[src/rtl/res_port_arbiter.sv]
// res_port_arbiter: two-requester burst arbiter for the single-port
// distance-transform result RAM. Round-robin on ties, lockable ownership,
// registered memory strobes and tag-routed read returns.
module res_port_arbiter #(
    parameter int unsigned AW        = 14,
    parameter int unsigned DW        = 8,
    parameter int unsigned MAX_BURST = 16
) (
    input  logic          clk,
    input  logic          reset,
    input  logic          req0,
    input  logic          req1,
    input  logic          lock0,
    input  logic          lock1,
    input  logic          we0,
    input  logic          we1,
    input  logic [AW-1:0] addr0,
    input  logic [AW-1:0] addr1,
    input  logic [DW-1:0] wdata0,
    input  logic [DW-1:0] wdata1,
    output logic          gnt0,
    output logic          gnt1,
    output logic          rvalid0,
    output logic          rvalid1,
    output logic [DW-1:0] rdata0,
    output logic [DW-1:0] rdata1,
    output logic          res_rd,
    output logic          res_wr,
    output logic [AW-1:0] res_addr,
    output logic [DW-1:0] res_do,
    input  logic [DW-1:0] res_di,
    output logic          busy
);

    typedef enum logic [1:0] {IDLE, OWN0, OWN1} state_t;

    localparam logic [8:0] MAXB = 9'(MAX_BURST);

    state_t        state_q, state_d;
    logic          prio_q, prio_d;
    logic [7:0]    burst_q, burst_d;

    logic          own1, accept, own_req, own_lock, oth_req;
    logic          acc_we;
    logic [AW-1:0] acc_addr;
    logic [DW-1:0] acc_wdata;

    logic          res_rd_q, res_wr_q, tag_q;
    logic [AW-1:0] res_addr_q;
    logic [DW-1:0] res_do_q;
    logic          rvalid0_q, rvalid1_q;
    logic [DW-1:0] rdata0_q, rdata1_q;

    // Owner-side view of the requests and the op accepted this cycle
    always_comb begin
        own1      = (state_q == OWN1);
        own_req   = own1 ? req1  : req0;
        own_lock  = own1 ? lock1 : lock0;
        oth_req   = own1 ? req0  : req1;
        accept    = (state_q == OWN0 && req0) || (state_q == OWN1 && req1);
        acc_we    = own1 ? we1    : we0;
        acc_addr  = own1 ? addr1  : addr0;
        acc_wdata = own1 ? wdata1 : wdata0;
    end

    // Next-state: grant selection, burst counting and release/handover
    always_comb begin
        state_d = state_q;
        prio_d  = prio_q;
        burst_d = burst_q;
        case (state_q)
            IDLE: begin
                if (req0 && req1) begin
                    state_d = prio_q ? OWN1 : OWN0;
                    prio_d  = ~prio_q;
                    burst_d = '0;
                end else if (req0) begin
                    state_d = OWN0;
                    prio_d  = 1'b1;
                    burst_d = '0;
                end else if (req1) begin
                    state_d = OWN1;
                    prio_d  = 1'b0;
                    burst_d = '0;
                end
            end
            default: begin
                if (accept && ({1'b0, burst_q} < MAXB)) begin
                    burst_d = burst_q + 8'd1;
                end
                if (!own_req ||
                    (accept && ({1'b0, burst_q} + 9'd1 >= MAXB) && !own_lock && oth_req)) begin
                    if (oth_req) begin
                        // Direct handover; prio points back at the yielding owner
                        state_d = own1 ? OWN0 : OWN1;
                        prio_d  = own1;
                        burst_d = '0;
                    end else begin
                        state_d = IDLE;
                        burst_d = '0;
                    end
                end
            end
        endcase
    end

    // Arbitration state registers
    always_ff @(posedge clk or negedge reset) begin
        if (!reset) begin
            state_q <= IDLE;
            prio_q  <= 1'b0;
            burst_q <= '0;
        end else begin
            state_q <= state_d;
            prio_q  <= prio_d;
            burst_q <= burst_d;
        end
    end

    // Memory-side strobe stage plus read-source tag
    always_ff @(posedge clk or negedge reset) begin
        if (!reset) begin
            res_rd_q   <= 1'b0;
            res_wr_q   <= 1'b0;
            tag_q      <= 1'b0;
            res_addr_q <= '0;
            res_do_q   <= '0;
        end else begin
            res_rd_q <= accept && !acc_we;
            res_wr_q <= accept && acc_we;
            if (accept) begin
                tag_q      <= own1;
                res_addr_q <= acc_addr;
                res_do_q   <= acc_we ? acc_wdata : '0;
            end
        end
    end

    // Read return stage: route sampled res_di to the tagged requester
    always_ff @(posedge clk or negedge reset) begin
        if (!reset) begin
            rvalid0_q <= 1'b0;
            rvalid1_q <= 1'b0;
            rdata0_q  <= '0;
            rdata1_q  <= '0;
        end else begin
            rvalid0_q <= res_rd_q && !tag_q;
            rvalid1_q <= res_rd_q && tag_q;
            if (res_rd_q && !tag_q) rdata0_q <= res_di;
            if (res_rd_q && tag_q)  rdata1_q <= res_di;
        end
    end

    assign gnt0     = (state_q == OWN0);
    assign gnt1     = (state_q == OWN1);
    assign res_rd   = res_rd_q;
    assign res_wr   = res_wr_q;
    assign res_addr = res_addr_q;
    assign res_do   = res_do_q;
    assign rvalid0  = rvalid0_q;
    assign rvalid1  = rvalid1_q;
    assign rdata0   = rdata0_q;
    assign rdata1   = rdata1_q;
    assign busy     = (state_q != IDLE) || res_rd_q || res_wr_q || rvalid0_q || rvalid1_q;

endmodule

[config.mk]
export PLATFORM = sky130hd
export DESIGN_NAME = res_port_arbiter
export DESIGN_NICKNAME = d
export VERILOG_FILES = /design/src/rtl/res_port_arbiter.sv
export SDC_FILE = /design/constraint.sdc
export NUM_CORES = 1
export LEC_CHECK = 0
export CAP_MARGIN = 20
export CORE_ASPECT_RATIO = 1.75
export CORE_UTILIZATION = 40
export CTS_BUF_LIST = sky130_fd_sc_hd__clkbuf_16
export DETAILED_ROUTE_END_ITERATION = 6
export GPL_TIMING_DRIVEN = 0
export MAX_ROUTING_LAYER = met4
export PLACE_DENSITY = 0.79
export RECOVER_POWER = 25
export REMOVE_ABC_BUFFERS = 1
export SLEW_MARGIN = 20
export SYNTH_ARGS = -nofsm -noshare
export SYNTH_HDL_FRONTEND = slang
export SYNTH_SLANG_ARGS = --single-unit
export TNS_END_PERCENT = 30
[constraint.sdc]
create_clock -name clk -period 3 [get_ports clk]
set_input_delay 0.6 -clock clk [delete_from_list [all_inputs] [get_ports clk]]
set_output_delay 0.6 -clock clk [all_outputs]
set_load 0.005 [all_outputs]
==> key figures <==
Outcome
  • Status: completed

Clocking
  • Clk_lat worst skew: 290 ps
  • CTS H-Tree Depth: 2
  • Clock Root Buffer: clkbuf_16
  • Worst-path clk slew: 70 ps
  • Clock Path Buffers: 2
  • CTS Buf Count: 5
  • Setup bufs post-CTS: 0
  • CTS resizes: 0
  • Clock Sinks: 54
  • CTS tree: built
  • Post-CTS Hold Fix Bufs: 0

Critical path
  • CP max stage cell: dfrtp_1
  • CP endpoint kind: primary output
  • Reg2reg start: burst_q[0]$_DFFE_PN0P_
  • Slowest stage delay, CP: 580 ps
  • Critical-path cell list: inv_1, nor2_4, buf_8, clkdlybuf4s50_1
  • CP Class: register to primary output
  • Worst Setup Start Kind: register
  • CP Launch Point: state_q[1]$_DFFE_PN0P_
  • CP delay by family, top: buffers and inverters
  • CP max FO: 13
  • Crit path DAT: 2210 ps
  • Worst Path Required: 2400 ps
  • WP buf/inv: 3

Route
  • Routed WL: 5800 um
  • Avg WL per Cell: between 10 and 15 um
  • Detailed-route via count: 2072
  • Pre-Repair DR Iteration Count: 4
  • Vias per cell: 5.10
  • DRC violation total after the first TritonRoute iteration: 73
  • Drt drc: 0
  • Final ANT Viol Nets: 0

Place
  • Post-DP HPWL: 4250 um
  • Placed Cells incl. Taps: 398
  • GPL Wtd Cong: 0.764
  • IO buf count: 104
  • Dpl cell area: between 3000 and 4000 um2

Layout
  • # fillers: 493
  • Post-layout util: ~63%
  • Share of layout cells above drive strength 1: 10.1%
  • Fin area: 3790 um2
  • Area Growth Syn to Fin: 50.3%
  • Sequential cell area: 1350 um2
  • Fin cells: 406
  • Nets: 389
  • # diodes: 0
  • Multi-input logic area: between 1000 and 1500 um2

Worst hold path
  • Hold wc startpoint: res_do[2]$_DFFE_PN0P_
  • Hold crit path type: register to register

Power and ir drop
  • VDD IR-drop max: 0.428 mV
  • LEAKAGE: 1.62 nW
  • PwrDens: 882 nW/um2

Yosys
  • Avg Cell Area, Syn: 11.1 um2
  • Ys flop type: dfrtp_1
  • Sequential area share after synthesis: 53.7%
  • Synthesized instance count: 227
  • Cell accounting for the most synthesized area: dfrtp_1
  • Post-synth EDFFs: 0
  • Synth warn: 0
  • Synth cell types: 40
  • Most common cell in the netlist: dfrtp_1
  • Yosys top cell area share: a little over half
  • Top post-synthesis cells by count: dfrtp_1, nand2_1, o21ai_0
  • Ys async rst share: 100%
  • Flops & latches, synth: 54
  • Top cells by area, synth: dfrtp_1, mux2i_1, mux2_2
  • Mapped Area: 2520 um2

GRT
  • Grt total ovfl: 0
  • First-pass GRT wire length: 9690 um
  • Number of global-route vias before repair: 2080
  • Initial antenna violation count: 0
  • Total GRT Usage: 20.3%
  • Pin count of the biggest net entering global routing: 55

Timing
  • Fmax: 356 MHz
  • Worst slew margin: 12.8%
  • Final cycle utilization of the critical path: 93.5%
  • Setup violators final: 0
  • Final Skew: 6.03 ps
  • Fin Setup TNS: 0 ps
  • Tightest Pin Transition: roughly 1300 ps
  • Post-layout min period: approximately 2800 ps
  • Hold Fails Final Rpt: 0
  • RSZ-0062 raised after global routing: no
  • Minimum hold slack: 478 ps
  • Fin. max-slew vios: 0

Floorplanning
  • Die Wd: 62.0 um
  • Rows: 37
  • Die Y-Extent: 107 um
  • Placeable Area: 5970 um2
  • Die area: 6630 um2
  • Initial Util: approximately 42%
  • Ports: 105

Job
  • MaxCap Viol Count: 0
==> flip-flops by register name, indices dropped and copies added (netlist names) <==
register  count
res_addr     14
burst_q       8
rdata0        8
rdata1        8
res_do        8
state_q       2
prio_q        1
res_rd        1
res_wr        1
rvalid0       1
rvalid1       1
tag_q         1
==> tightest hold or removal path: stages (launching register included) <==
cell and delay (ps):
dfrtp_1 340, nand2_1 40, o21ai_0 60
==> cell usage in the layout (no fill, tap or decap), drive strengths merged, types with 2 or more instances in the layout <==
cell / Yosys / final
a21oi: 7 / 7
nand3: 3 / 3
nor2b: 2 / 2
a31oi: 2 / 2
nor2: 8 / 8
nor3b: 2 / 2
dfrtp: 54 / 54
o21a: 4 / 4
nor4: 3 / 3
mux2i: 24 / 24
o211ai: 2 / 2
clkbuf: 10 / 6
inv: 5 / 6
nand2: 30 / 30
mux2: 18 / 18
o21ai: 27 / 27
and3b: 2 / 2
clkdlybuf4s50: 0 / 103
nand2b: 2 / 2
ha: 2 / 2
==> metal layers <==
layer  share of wire (%)  vias up  global-route usage [%]  routed length, um
met4                 2.9        0                    9.21                167
met1                  39      980                    22.9               2270
met3                 4.0       11                    4.34                234
met5                   0        -                       -                  0
li1                    -     1007                       -                  -
met2                  54       74                    33.3               3130
==> where the power goes <==
group	internal [mW]	switching, mW
logic	0.920	0.606
clock network	0.310	0.264
registers	1.03	0.210
==> through the flow <==
| stage | setup slack (ps) | power (mW) |
|---|---|---|
| 6_report | 195 | 3.34 |
| 5_1_grt | 91.3 | 3.60 |
| 4_1_cts | 221 | 3.38 |
| 3_5_place_dp | 292 | 2.79 |
| 3_3_place_gp | -843 | 2.73 |
| 2_1_floorplan | 152 | 1.91 |
==> kinds of logic after synthesis <==
| logic type | Yosys count | synth area share [%] |
|---|---|---|
| mux | 42 | 17.7 |
| fa+ha+maj | 2 | 0.993 |
| compound gates | 53 | 13.4 |
| buf+inv | 17 | 2.63 |
| xor+xnor | 1 | 0.348 |
| flops | 54 | 53.7 |
| simple gates | 58 | 11.2 |
==> final timing paths <==
kind / depth (start not counted) / endpoint / slack (ps)
hold / removal: 2 / res_do[2]$_DFFE_PN0P_ / 480
setup / recovery: 4 / gnt1 / 190
setup reg to reg: 6 / state_q[0]$_DFFE_PN0P_ / 390
min in group asynchronous: 1 / rdata1[7]$_DFFE_PN0P_ / 580
max in group asynchronous: 1 / res_do[1]$_DFFE_PN0P_ / 1620
hold reg to reg: 2 / res_do[2]$_DFFE_PN0P_ / 480
==> layout make-up <==
cell class	count	area share [%]
Clock buffer	5	3.30
Inverter	5	0.496
Multi-Input combinational cell	156	29.6
Timing Repair Buffer	105	27.8
Tap cell	78	2.58
Sequential cell	54	35.7
Clock inverter	3	0.529
Note: power is estimated with default switching activity, not from simulation.
